## src/rtl/stdout_uart_tx.sv

```systemverilog
// stdout_uart_tx: captures bytes from the core's stdout/stdout_en stream into a
// small FIFO and serialises them as UART 8N1 on tx.
//
// Ports:
//   clk        - clock, all logic on posedge
//   reset      - asynchronous active-low reset
//   stdout     - byte from core, sampled on the stdout_en rising edge
//   stdout_en  - byte-present strobe; one push per rising edge
//   tx         - registered UART line, idle high
//   busy       - high while a frame is in flight or bytes are buffered
//   fifo_count - bytes buffered, excluding the one being sent
//   overflow   - sticky flag, set when a byte is dropped on a full FIFO
module stdout_uart_tx #(
    parameter int unsigned CLK_DIV         = 16,
    parameter int unsigned FIFO_ADDR_WIDTH = 4
) (
    input  logic                       clk,
    input  logic                       reset,
    input  logic [7:0]                 stdout,
    input  logic                       stdout_en,
    output logic                       tx,
    output logic                       busy,
    output logic [FIFO_ADDR_WIDTH:0]   fifo_count,
    output logic                       overflow
);

    localparam int unsigned AW     = FIFO_ADDR_WIDTH;
    localparam int unsigned DEPTH  = 1 << AW;
    localparam int unsigned CNT_W  = AW + 1;
    localparam int unsigned BAUD_W = $clog2(CLK_DIV);

    typedef enum logic [1:0] {
        S_IDLE,
        S_START,
        S_DATA,
        S_STOP
    } state_e;

    state_e              state_q, state_d;
    logic [BAUD_W-1:0]   baud_q, baud_d;
    logic [2:0]          bit_q, bit_d;
    logic [7:0]          shift_q, shift_d;
    logic                tx_q, tx_d;
    logic                busy_q, busy_d;
    logic                en_q;
    logic [AW-1:0]       wr_ptr_q, wr_ptr_d;
    logic [AW-1:0]       rd_ptr_q, rd_ptr_d;
    logic [CNT_W-1:0]    count_q, count_d;
    logic                ovf_q, ovf_d;
    logic [7:0]          mem [DEPTH];

    logic push_c;
    logic pop_c;
    logic wr_en_c;
    logic full_c;
    logic last_tick_c;

    // FIFO control: a pop frees a slot in the same cycle, so push-on-full
    // is only dropped when no pop accompanies it.
    always_comb begin
        push_c      = stdout_en & ~en_q;
        full_c      = (count_q == CNT_W'(DEPTH));
        last_tick_c = (baud_q == BAUD_W'(CLK_DIV - 1));
        pop_c       = (count_q != '0) &&
                      ((state_q == S_IDLE) || ((state_q == S_STOP) && last_tick_c));
        wr_en_c     = push_c && (!full_c || pop_c);
        ovf_d       = ovf_q | (push_c & full_c & ~pop_c);
        count_d     = count_q + CNT_W'(wr_en_c) - CNT_W'(pop_c);
        wr_ptr_d    = wr_en_c ? wr_ptr_q + AW'(1) : wr_ptr_q;
        rd_ptr_d    = pop_c   ? rd_ptr_q + AW'(1) : rd_ptr_q;
    end

    // Transmit FSM; tx_d depends on the current state so tx lags the state
    // by one cycle, giving the two-cycle push-to-start-bit latency.
    always_comb begin
        state_d = state_q;
        baud_d  = baud_q;
        bit_d   = bit_q;
        shift_d = shift_q;
        tx_d    = 1'b1;
        unique case (state_q)
            S_IDLE: begin
                tx_d = 1'b1;
                if (pop_c) begin
                    shift_d = mem[rd_ptr_q];
                    baud_d  = '0;
                    state_d = S_START;
                end
            end
            S_START: begin
                tx_d = 1'b0;
                if (last_tick_c) begin
                    baud_d  = '0;
                    bit_d   = 3'd0;
                    state_d = S_DATA;
                end else begin
                    baud_d = baud_q + BAUD_W'(1);
                end
            end
            S_DATA: begin
                tx_d = shift_q[0];
                if (last_tick_c) begin
                    baud_d  = '0;
                    shift_d = {1'b0, shift_q[7:1]};
                    if (bit_q == 3'd7) begin
                        state_d = S_STOP;
                    end else begin
                        bit_d = bit_q + 3'd1;
                    end
                end else begin
                    baud_d = baud_q + BAUD_W'(1);
                end
            end
            S_STOP: begin
                tx_d = 1'b1;
                if (last_tick_c) begin
                    baud_d = '0;
                    if (pop_c) begin
                        shift_d = mem[rd_ptr_q];
                        state_d = S_START;
                    end else begin
                        state_d = S_IDLE;
                    end
                end else begin
                    baud_d = baud_q + BAUD_W'(1);
                end
            end
            default: state_d = S_IDLE;
        endcase
        busy_d = (state_d != S_IDLE) || (count_d != '0);
    end

    // State and status registers
    always_ff @(posedge clk or negedge reset) begin
        if (!reset) begin
            state_q  <= S_IDLE;
            baud_q   <= '0;
            bit_q    <= '0;
            shift_q  <= '0;
            tx_q     <= 1'b1;
            busy_q   <= 1'b0;
            en_q     <= 1'b0;
            wr_ptr_q <= '0;
            rd_ptr_q <= '0;
            count_q  <= '0;
            ovf_q    <= 1'b0;
        end else begin
            state_q  <= state_d;
            baud_q   <= baud_d;
            bit_q    <= bit_d;
            shift_q  <= shift_d;
            tx_q     <= tx_d;
            busy_q   <= busy_d;
            en_q     <= stdout_en;
            wr_ptr_q <= wr_ptr_d;
            rd_ptr_q <= rd_ptr_d;
            count_q  <= count_d;
            ovf_q    <= ovf_d;
        end
    end

    // FIFO storage, no reset needed: pointers and count gate every access
    always_ff @(posedge clk) begin
        if (wr_en_c) begin
            mem[wr_ptr_q] <= stdout;
        end
    end

    assign tx         = tx_q;
    assign busy       = busy_q;
    assign fifo_count = count_q;
    assign overflow   = ovf_q;

endmodule

```

## config.mk

```make
export PLATFORM = sky130hd
export DESIGN_NAME = stdout_uart_tx
export DESIGN_NICKNAME = d
export VERILOG_FILES = /design/src/rtl/stdout_uart_tx.sv
export SDC_FILE = /design/constraint.sdc
export NUM_CORES = 1
export LEC_CHECK = 0
export CAP_MARGIN = 20
export CELL_PAD_IN_SITES_DETAIL_PLACEMENT = 0
export CELL_PAD_IN_SITES_GLOBAL_PLACEMENT = 1
export CORE_MARGIN = 2
export CORE_UTILIZATION = 53
export CTS_CLUSTER_SIZE = 40
export DETAILED_ROUTE_END_ITERATION = 6
export PLACE_DENSITY_LB_ADDON = 0.1
export SYNTH_ARGS = -nofsm -noshare
export SYNTH_HDL_FRONTEND = slang
export SYNTH_SLANG_ARGS = --single-unit
```

## constraint.sdc

```tcl
create_clock -name clk -period 3.9 [get_ports clk]
set_clock_uncertainty 0.2 [all_clocks]
set_input_delay 0.585 -clock clk [delete_from_list [all_inputs] [get_ports clk]]
set_output_delay 0.585 -clock clk [all_outputs]
set_load 0.05 [all_outputs]
```

### After elaboration in Yosys (flattened, before gate mapping)

Memory sizes are Yosys's and may differ from the RTL's.
Cells that the tools add are included.
Widths: inputs -> output; s select.

* register bits: 34
* logic and storage cells: 73
* output and inout bits: 8
* RAM bits: 128
* memories kept: 1
* bits of input ports: 11

Memory list
* mem: depth 16, width 8, rd ports 1, clocked after memory_dff 0, wr ports 1, RTL line 50 `logic [7:0] mem [DEPTH];`

* eq/ne operators: 11
* bitwise gates (word level): 6
* multiplexer cells: 21
* add/sub/neg operators: 6
* reduce and logical (&&, ||, !) cells: 17

Operators by type and width (count)
* $mux 8: 3
* $pmux 8 s3: 1
* $add 4x1->4 const B: 3
* $mux 2: 5
* $ne 2x2->1 const B: 5
* $reduce_bool 5->1: 2
* $mux 3: 3
* $mux 4: 2
* $pmux 2 s4: 1
* $pmux 4 s2: 1
* $pmux 3 s2: 1
* $add 5x1->5: 1
* $eq 5x5->1 const B: 1
* $sub 5x1->5: 1
* $eq 2x2->1 const B: 2
* $eq 4x4->1 const B: 1
* $reduce_and 4->1: 1
* $reduce_bool 2->1: 2
* $add 3x1->3 const B: 1
* $and 1x1->1: 3
* $eq 3x3->1 const B: 1
* $logic_and 1x1->1: 3
* $logic_or 1x1->1: 3
* $mux 1: 3
* 10 further kinds: 11

### Longest topological paths before layout

Gate-level depths: netlist (run 1).

* word-level depth: 10
* depth in mapped cells: 13
* mapped depth without buffers: 13

### Worst setup path before layout (run 1)

Ideal clock, no wire load.

* path kind: register to register
* start: reg count_q[3] (netlist: fifo_count[3])
* end: reg busy_q (netlist: busy)
* cell stages (with the launch flop): 14
* slack: 0.088 ns
* period minus slack after synthesis: 3.812 ns
* path buffers: 0
* setup time: 0.139 ns
* data required time: 3.561 ns
* data arrival time: 3.473 ns
* cell sequence: dfrtp_1 inv_1 ha_1 nor4b_1 nor2_1 nand2_1 o21ai_0 ha_1 fa_1 a21oi_1 o21bai_1 xnor2_1 or4_1 or4_1

* word-level cells in the longest chain between the ends: 8
* elaborated cells on any way between the ends: 15
* those cells by class: 2 x add/sub; 1 x eq/ne; 4 x mux; 8 x reduce/logical

Ends and longest elaborated chain
* start: declaration: RTL line 48 `logic [CNT_W-1:0] count_q, count_d;`
* start signal: assignment: RTL line 157 `count_q <= count_d;`
* $eq 5x5->1 or $reduce_bool 5->1 (tied branches): RTL line 62, 64
* $logic_not 1->1 or $logic_and 1x1->1 (tied branches): RTL line 66, 64
* $logic_or 1x1->1: RTL line 66 `wr_en_c = push_c && (!full_c || pop_c);`
* $logic_and 1x1->1: RTL line 66
* $add 5x1->5: RTL line 68 `count_d = count_q + CNT_W'(wr_en_c) - CNT_W'(pop_c);`
* $sub 5x1->5 *: RTL line 68
* via count_d[4]: RTL line 48
* $reduce_bool 5->1 *: RTL line 130 `busy_d = (state_d != S_IDLE) || (count_d != '0);`
* $logic_or 1x1->1 *: RTL line 130
* via busy_d: RTL line 44 `logic busy_q, busy_d;`
* end signal: assignment: RTL line 153 `busy_q <= busy_d;`
* end: declaration: RTL line 44

Mark *: on every way through the listed nets, which the timed path passes. The rest lies on a longest branch.
A chain may end at the register's enable or synchronous reset.

### Worst setup path after layout (run 1)

* start: reg count_q[2] (netlist: fifo_count[2])
* end: reg busy_q (netlist: busy)

Same word-level chain as after synthesis.

==> impl_metrics.json, run 1 <==
{
  "drtAntennaViolNets": 0,
  "crit_type": "reg2reg",
  "die_width_um": 117.2,
  "drt_iter0_markers": 268,
  "path_clk_slew_ns": 0.06,
  "finalSetupTns_ns": 0,
  "internal-power_w": 0.003202,
  "synthAdderAreaFrac_pct": 3.614,
  "antennaDiodeCount": 0,
  "synth_cells": 412,
  "overflow": 0,
  "port_buffers": 18,
  "nFillCells": 950,
  "grt_use_met1_pct": 31.96,
  "layout_commonest_cell": "edfxtp_1",
  "p_per_area_mw_per_mm2": 554.3,
  "pre_cts_slack_ns": 0.3410,
  "power_frac_clock_pct": 37.9,
  "synthesis.area_mm2": 0.006787,
  "p_leak_nw": 2.689,
  "grt_pass1_wl_mm": 21.33,
  "syn_nets": 442,
  "synthSimpleGateAreaFrac_pct": 6.139,
  "rrSetupSlack_ns": 0.37,
  "routed_via_density": 5.852,
  "firstDrtPassIters": 5,
  "grt_use_met3_pct": 4.634,
  "setup.worst_path.end_class": "flip-flop",
  "drc_errors": 0,
  "fmax_ghz": 0.2835,
  "synth_area_leaders": "edfxtp_1, dfrtp_1, mux4_2, mux2i_1, ha_1",
  "die_area_mm2": 0.01373,
  "synth_top_flop_cell": "edfxtp_1",
  "hp-class": "in2async",
  "grt_usage_pct": 22.22,
  "yosysUniqueCellTypes": 47,
  "fp.dieH_um": 117.2,
  "synth_top_cell_by_area": "edfxtp_1",
  "finalWirelength_mm": 13.97,
  "drive_above_1_share_pct": 17.57,
  "critPathLaunchType": "flip-flop",
  "grt_pass1_vias": 3702,
  "finalCritPeriodShare_pct": 90.43,
  "status": "finished, final reports clean",
  "area_growth_pct": 16.04,
  "yosysSeqAreaShare_pct": 69.19,
  "maxSlewViolCount": 0,
  "cts_hold_buf": 0,
  "power_w": 0.004365,
  "peakVddDrop_mv": 0.4345,
  "hold_viol_final": 0,
  "rsz0062_at_grt": "no",
  "fp-row-count": 41,
  "ys_async_sr_fraction_pct": 20.99,
  "seq_area_mm2": 0.004697,
  "clock_latency_ns": 0.43,
  "synth_top_family_by_area": "multiplexers",
  "layout_min_cycle_time_ns": 3.527,
  "routedWlPerCell_um": 22.07,
  "syn_avg_cell_area_um2": 16.47,
  "cts_setup_buffers": 0,
  "muxShareOfSynthArea_pct": 10.77,
  "fin_nets": 478,
  "cts-root-buf": "clkbuf_16",
  "gp_congestion": 0.7685,
  "yosys_register_bits": 162,
  "p_sw_w": 0.001163,
  "synth_edf_count": 128,
  "multi_input_area_mm2": 0.002006,
  "grt_max_degree": 38,
  "timing.hold.ws_ns": 0.1898,
  "boundaryPins": 19,
  "mostFrequentLayoutCells": "edfxtp_1, dfrtp_1, mux2i_1",
  "clk_path_buf_depth": 2,
  "grt_util_met2_pct": 34.60,
  "start_util_pct": 54.00,
  "timing.slew.headroom_pct": 29.32,
  "maxCapViolations": 0,
  "path_max_fanout": 4,
  "fin_util_pct": 62.66,
  "synth_top_area_share_pct": 56.64,
  "cts_buffers": 17,
  "core_area_mm2": 0.01257,
  "ys_warn_count": 0,
  "vias": 3704,
  "swShare_pct": 26.63,
  "cts_tree": "built",
  "dp_hpwl_mm": 8.975,
  "synth_compound_area_share_pct": 7.264,
  "power_frac_comb_pct": 14.2,
  "finalSetupViolCount": 0,
  "cp_data_arrival_time_ns": 3.62,
  "synth_xor_area_share_pct": 1.291,
  "clock_sinks": 162,
  "htreeDepth": 4,
  "pwr-share-seq_pct": 47.9,
  "critPathRequiredTime_ns": 3.99,
  "busiest_layer": "met2",
  "worst_pin_slew_ns": 1.060,
  "layout_setup_ws_ns": 0.3731,
  "antenna_found_initial": 0
}
## critical path, cell delays in order, from the launching register on
cell and delay [ns]:
dfrtp_1 0.39, inv_1 0.09, ha_1 0.19, nor4b_1 0.25
buf_4 0.18, nor2_1 0.06, nand2_1 0.13, o21ai_0 0.11
ha_1 0.22, fa_1 0.40, a21oi_1 0.14, o21bai_1 0.09
xnor2_1 0.14, or4_1 0.40, or4_1 0.40
## timing repair
item | in CTS | in global routing
endpoints found under the hold margin | 0 | 0
setup endpoints to repair | 0 | 1
resized for setup | 0 | 1
## power by group through the flow
stage | clock [W] | combinational [W] | sequential (W)
2_1_floorplan | 0 | 0.000309 | 0.00219
3_3_place_gp | 0 | 0.000606 | 0.00212
3_5_place_dp | 0 | 0.000614 | 0.00213
4_1_cts | 0.00168 | 0.000623 | 0.00209
5_1_grt | 0.00175 | 0.000680 | 0.00211
6_report | 0.00165 | 0.000620 | 0.00209
## worst paths after layout
path / from / end / cells after the start
min in group clk: overflow$_DFF_PN0_ / overflow$_DFF_PN0_ / 1
max in group asynchronous: reset / shift_q[0]$_DFFE_PN0P_ / 3
min reg2reg: overflow$_DFF_PN0_ / overflow$_DFF_PN0_ / 1
max: fifo_count[2]$_DFF_PN0_ / busy$_DFF_PN0_ / 14
min: reset / fifo_count[4]$_DFF_PN0_ / 1
max reg2reg: fifo_count[2]$_DFF_PN0_ / busy$_DFF_PN0_ / 14
## stage by stage
stage,cell area [um^2],instances
finish,7875,633
global route,7875,633
CTS,7835,631
detailed placement,7241,599
global placement,7241,599
floorplan,6787,412
## layer usage
metal,vias up,wire (um)
met5,-,0
met4,0,177
met3,13,518
met2,93,6843
met1,1892,6431
li1,1706,-
## final cells by class
class	count	area share, %
inverter	8	0.3813
sequential	162	59.64
multi-input combinational	223	25.47
timing repair buffer	36	4.226
clock buffer	18	5.577
tap	172	2.733
clock inverter	14	1.970
## kinds of logic after synthesis
logic type	count (synthesis)
adders and majority gates	19
DFF	162
xor gates and xnor gates	10
buffers and inverters	27
muxes	49
and+or+nand+nor	73
AOI/OAI and AO/OA	72
## sequential cells by signal, indices dropped and copies added, names as in the netlist, 2 cells and up
signal      flops
baud_q          4
bit_q           3
fifo_count      5
mem           128
rd_ptr_q        4
shift_q         8
state_q         2
wr_ptr_q        4
## synthesized netlist by cell type, drive strengths merged, types with 2 or more instances
cell,n
edfxtp,128
dfrtp,33
mux2i,28
nand2,21
mux4,19
ha,18
a22oi,14
a21oi,13
clkbuf,10
o21ai,10
and2,9
buf,9
inv,8
nor2,7
o22ai,7
nand3,6
o21a,6
o311ai,6
xnor2,6
a22o,5
nand2b,5
nor3b,5
nor4b,5
nor2b,4
xor2,4
and3,3
mux2,2
nand3b,2
nand4,2
o21bai,2
o31ai,2
or4,2
Note: power is estimated with default switching activity, not from simulation.
==> run 2: changes to the inputs <==
--- a/config.mk
+++ b/config.mk
@@ -13,6 +13,7 @@
 export CTS_CLUSTER_SIZE = 40
 export DETAILED_ROUTE_END_ITERATION = 6
 export PLACE_DENSITY_LB_ADDON = 0.1
+export SLEW_MARGIN = 5
 export SYNTH_ARGS = -nofsm -noshare
 export SYNTH_HDL_FRONTEND = slang
 export SYNTH_SLANG_ARGS = --single-unit
==> run 2 against run 1 <==
Net effect:
- sequential power barely moved
- cell count did not move
- wire length fell by 0.19%
- first-iteration DRC count rose by 4.9%
- critical path depth did not move
- clock power barely moved
- design area fell by 0.13%
- utilization fell by 0.080 points
- non-clock buffer count did not move
- global-route usage did not move
- worst setup slack improved by 0.0016 ns
- critical endpoint unchanged
- largest cell class unchanged
- largest power group unchanged
==> impl_metrics.json, run 2 (same netlist as run 1, synthesis figures left out) <==
{
  "hold_viol_final": 0,
  "die_area_mm2": 0.01373,
  "cts_hold_buf": 0,
  "area_growth_pct": 15.89,
  "cts_buffers": 17,
  "top_register": "mem",
  "critPathLaunchType": "flip-flop",
  "antennaDiodeCount": 0,
  "grt_max_degree": 38,
  "clock_latency_ns": 0.42,
  "slowest_delay_ns": 0.40,
  "finalSetupTns_ns": 0,
  "overflow": 0,
  "grt_usage_pct": 22.22,
  "drive_above_1_share_pct": 17.57,
  "wl_met2_mm": 6.813,
  "largest_reg_flops": 128,
  "p_per_area_mw_per_mm2": 555.1,
  "core_area_mm2": 0.01257,
  "grt_pass1_wl_mm": 21.33,
  "firstDrtPassIters": 4,
  "swShare_pct": 26.66,
  "timing.slew.headroom_pct": 29.21,
  "finalCritPeriodShare_pct": 90.39,
  "drt-met1-wl_mm": 6.474,
  "routed_via_density": 5.788,
  "cts_tree": "built",
  "start_util_pct": 54.00,
  "layout_min_cycle_time_ns": 3.525,
  "mostFrequentLayoutCells": "edfxtp_1, dfrtp_1, mux2i_1",
  "maxSlewViolCount": 0,
  "die_width_um": 117.2,
  "cp_data_arrival_time_ns": 3.62,
  "status": "finished, final reports clean",
  "routedWlPerCell_um": 22.03,
  "setup.worst_path.end_class": "flip-flop",
  "dp_hpwl_mm": 8.975,
  "crit_slowest_cell": "fa_1",
  "crit_type": "reg2reg",
  "fin_nets": 478,
  "fp.dieH_um": 117.2,
  "wl_met3_um": 486,
  "clk_path_buf_depth": 2,
  "grt_pass1_vias": 3702,
  "timing.hold.ws_ns": 0.2165,
  "antenna_found_initial": 0,
  "finalWirelength_mm": 13.95,
  "fmax_ghz": 0.2837,
  "hp-class": "in2async",
  "internal-power_w": 0.003202,
  "layout_commonest_cell": "edfxtp_1",
  "finalSetupViolCount": 0,
  "peakVddDrop_mv": 0.4381,
  "power_frac_comb_pct": 14.2,
  "htreeDepth": 4,
  "p_leak_nw": 2.684,
  "gp_congestion": 0.7685,
  "pwr-share-seq_pct": 47.9,
  "top_layer_used": "met4",
  "p_sw_w": 0.001164,
  "vias": 3664,
  "port_buffers": 18,
  "maxCapViolations": 0,
  "critPathRequiredTime_ns": 3.99,
  "drt_iter0_markers": 281,
  "nFillCells": 952,
  "power_frac_clock_pct": 37.9,
  "clock_sinks": 162,
  "path_clk_slew_ns": 0.06,
  "drc_errors": 0,
  "path_cells": "inv_1 > ha_1 > nor4b_1 > buf_4 > nor2_1 > nand2_1 > o21ai_0 > ha_1 > fa_1 > a21oi_1 > o21bai_1 > xnor2_1 > or4_1 > or4_1",
  "fp-row-count": 41,
  "drtAntennaViolNets": 0,
  "rsz0062_at_grt": "no",
  "cts-root-buf": "clkbuf_16",
  "fin_util_pct": 62.58,
  "boundaryPins": 19,
  "path_max_fanout": 4,
  "worst_pin_slew_ns": 1.062
}
run 2: critical path: cells and delay by family (launching register included):
kind                     cells  cell delay [ns]
AO/OA/AOI/OAI                3             0.34
XOR/XNOR                     1             0.14
adder cells (fa/ha/maj)      3             0.81
buffers and inverters        2             0.28
flip-flops                   1             0.39
AND/OR/NAND/NOR              5             1.24
run 2: power by group through the flow:
stage	clock network [W]	logic (W)	registers, W
final	0.00166	0.000618	0.00209
after global routing	0.00175	0.000679	0.00211
after CTS	0.00168	0.000623	0.00209
after detailed placement	0	0.000614	0.00213
after global placement	0	0.000606	0.00212
after floorplan	0	0.000309	0.00219
run 2: final timing paths:
| path | start | depth (start not counted) | to | slack [ns] |
|---|---|---|---|---|
| worst max-delay path | fifo_count[2]$_DFF_PN0_ | 14 | busy$_DFF_PN0_ | 0.37 |
| worst min-delay path | reset | 1 | fifo_count[1]$_DFF_PN0_ | 0.22 |
| worst max register to register | fifo_count[2]$_DFF_PN0_ | 14 | busy$_DFF_PN0_ | 0.37 |
| worst min register to register | overflow$_DFF_PN0_ | 1 | overflow$_DFF_PN0_ | 0.27 |
| max in group asynchronous | reset | 3 | shift_q[0]$_DFFE_PN0P_ | 2.61 |
| min in group clk | overflow$_DFF_PN0_ | 1 | overflow$_DFF_PN0_ | 0.27 |
run 2: repair_timing:
item | 4_1_cts | 5_1_grt
buffers inserted | 0 | 0
endpoints found under the setup margin | 0 | 1
gates resized for setup | 0 | 1
run 2: metal layers:
layer	GRT usage, %	vias to the layer above
met5	0	-
met4	6.824	0
met3	4.634	14
met2	34.60	75
met1	31.96	1867
li1	-	1708
run 2: metrics by stage:
stage               instances  power (W)  worst slack, ns  area [um^2]
finish                    633   0.004366           0.3747         7865
global route              633   0.004534          0.07652         7865
detailed placement        599   0.002740           0.3410         7241
floorplan                 412   0.002502          0.08829         6787
CTS                       631   0.004391           0.3067         7835
global placement          599   0.002725           0.3976         7241
run 2: final cells by class:
type / instances / area, um^2 / share of cell area, %
Sequential cell: 162 / 4697 / 59.72
Multi-Input combinational cell: 223 / 2006 / 25.50
Inverter: 8 / 30.03 / 0.3818
Tap cell: 172 / 215.2 / 2.736
Timing Repair Buffer: 36 / 322.8 / 4.104
Clock buffer: 18 / 439.2 / 5.584
Clock inverter: 14 / 155.1 / 1.973
==> run 3: changes to the inputs <==
--- a/config.mk
+++ b/config.mk
@@ -6,7 +6,7 @@
 export NUM_CORES = 1
 export LEC_CHECK = 0
 export CAP_MARGIN = 20
-export CELL_PAD_IN_SITES_DETAIL_PLACEMENT = 0
+export CELL_PAD_IN_SITES_DETAIL_PLACEMENT = 1
 export CELL_PAD_IN_SITES_GLOBAL_PLACEMENT = 1
 export CORE_MARGIN = 2
 export CORE_UTILIZATION = 53
==> run 3 against run 2 <==
Net effect:
- utilization is 0.32 points higher
- via count is 3.3% higher
- hold slack improved by 0.0074 ns
- count of clock-buffer cells in the layout unchanged
- non-clock buffer count stayed put
- sequential cell count did not move
- fmax fell by 2.1%
- first-iteration DRC count down 26%
- combinational power rose by 3%
- power rose by 2.4%
- critical path type unchanged
- critical endpoint unchanged
- largest power group unchanged
==> impl_metrics.json, run 3 (same netlist as run 1, synthesis figures left out) <==
{
  "finalWirelength_mm": 15.25,
  "crit_type": "reg2reg",
  "htreeDepth": 4,
  "top_register": "mem",
  "port_buffers": 18,
  "antennaDiodeCount": 0,
  "dp_hpwl_mm": 9.889,
  "setup.worst_path.end_class": "flip-flop",
  "area_growth_pct": 16.48,
  "p_leak_nw": 2.705,
  "mostFrequentLayoutCells": "edfxtp_1, dfrtp_1, mux2i_1",
  "grt_pass1_vias": 3949,
  "routed_via_density": 5.987,
  "nFillCells": 1125,
  "finalSetupTns_ns": 0,
  "status": "finished, final reports clean",
  "peakVddDrop_mv": 0.3285,
  "clock_latency_ns": 0.43,
  "critPathRequiredTime_ns": 3.99,
  "drc_errors": 0,
  "layout_min_cycle_time_ns": 3.602,
  "fp.dieH_um": 117.2,
  "fin_util_pct": 62.90,
  "antenna_found_initial": 0,
  "multi_input_area_mm2": 0.002012,
  "grt_max_degree": 38,
  "routedWlPerCell_um": 24.12,
  "firstDrtPassIters": 4,
  "hold_viol_final": 0,
  "path_max_fanout": 6,
  "fin_nets": 478,
  "cts_tree": "built",
  "r2r_start": "fifo_count[3]$_DFF_PN0_",
  "cts_buffers": 17,
  "drive_above_1_share_pct": 17.17,
  "rsz0062_at_grt": "no",
  "fp-row-count": 41,
  "timing.slew.headroom_pct": 27.60,
  "core_area_mm2": 0.01257,
  "worst_pin_slew_ns": 1.086,
  "drtAntennaViolNets": 0,
  "largest_reg_flops": 128,
  "seq_area_mm2": 0.004697,
  "die_area_mm2": 0.01373,
  "crit_path_start": "fifo_count[3]$_DFF_PN0_",
  "fmax_ghz": 0.2776,
  "maxCapViolations": 0,
  "vias": 3784,
  "cts_hold_buf": 0,
  "grt_pass1_wl_mm": 23.11,
  "grt_usage_pct": 24.24,
  "layout_commonest_cell": "edfxtp_1",
  "die_width_um": 117.2,
  "boundaryPins": 19,
  "start_util_pct": 54.00,
  "finalSetupViolCount": 0,
  "path_clk_slew_ns": 0.06,
  "overflow": 0,
  "cts-root-buf": "clkbuf_16",
  "gp_congestion": 0.7685,
  "critPathLaunchType": "flip-flop",
  "finalCritPeriodShare_pct": 92.36,
  "p_per_area_mw_per_mm2": 565.4,
  "maxSlewViolCount": 0,
  "hp-class": "in2async",
  "clk_path_buf_depth": 2,
  "cp_data_arrival_time_ns": 3.69,
  "clock_sinks": 162,
  "drt_iter0_markers": 208
}
-- run 3: area by class of cell --
cell class                      instances  area share, %
Sequential cell                       162          59.42
Multi-Input combinational cell        223          25.45
Clock buffer                           18          5.429
Timing Repair Buffer                   36          4.242
Tap cell                              172          2.722
Clock inverter                         13          2.358
Inverter                                8         0.3799
-- run 3: power by group --
part	internal, W	switching [W]	leakage [nW]	total, W
sequential	0.00199	0.000106	1.56	0.00210
clock	0.00107	0.000665	0.290	0.00173
combinational	0.000244	0.000392	0.851	0.000636
total	0.00331	0.00116	2.70	0.00447
-- run 3: routing by layer --
metal	part of all wire (%)	track usage (%)	up-vias
met3	3.2	5.046	28
li1	-	-	1701
met2	49	38.28	83
met1	45	32.66	1972
met4	3.1	11.22	0
met5	0	0	-
-- run 3: through the flow --
| stage | instances | hold WS (ns) | worst slack (ns) | instance area [um^2] | total power, W |
|---|---|---|---|---|---|
| after global placement | 599 | 0.2737 | 0.3976 | 7241 | 0.002725 |
| after global routing | 632 | 0.2273 | 0.03033 | 7905 | 0.004628 |
| final | 632 | 0.2239 | 0.2979 | 7905 | 0.004469 |
| after detailed placement | 599 | 0.2608 | 0.2235 | 7241 | 0.002763 |
| after CTS | 630 | 0.2786 | 0.2188 | 7856 | 0.004497 |
| after floorplan | 412 | 0.08941 | 0.08829 | 6787 | 0.002502 |
-- run 3: what timing repair did --
item / CTS / global route
gates resized for setup: 0 / 2
endpoints found under the setup margin: 0 / 1
buffers inserted: 0 / 0
-- run 3: worst max-delay path: stages (launching register included) --
cell and delay, ns:
dfrtp_1 0.38, inv_1 0.08, ha_1 0.22, nor4b_2 0.17, buf_4 0.15, nor2_1 0.17
buf_4 0.18, o21ai_0 0.09, ha_1 0.22, fa_1 0.41, a21oi_1 0.14, o21bai_1 0.09
xnor2_1 0.14, or4_1 0.41, or4_1 0.41
-- run 3: worst paths after layout --
| check | endpoint | slack [ns] | cells after the start |
|---|---|---|---|
| worst max register to register | busy$_DFF_PN0_ | 0.30 | 14 |
| worst max-delay path | busy$_DFF_PN0_ | 0.30 | 14 |
| worst min register to register | overflow$_DFF_PN0_ | 0.27 | 1 |
| max in group asynchronous | shift_q[0]$_DFFE_PN0P_ | 2.64 | 3 |
| worst min-delay path | fifo_count[2]$_DFF_PN0_ | 0.22 | 1 |
| min in group clk | overflow$_DFF_PN0_ | 0.27 | 1 |
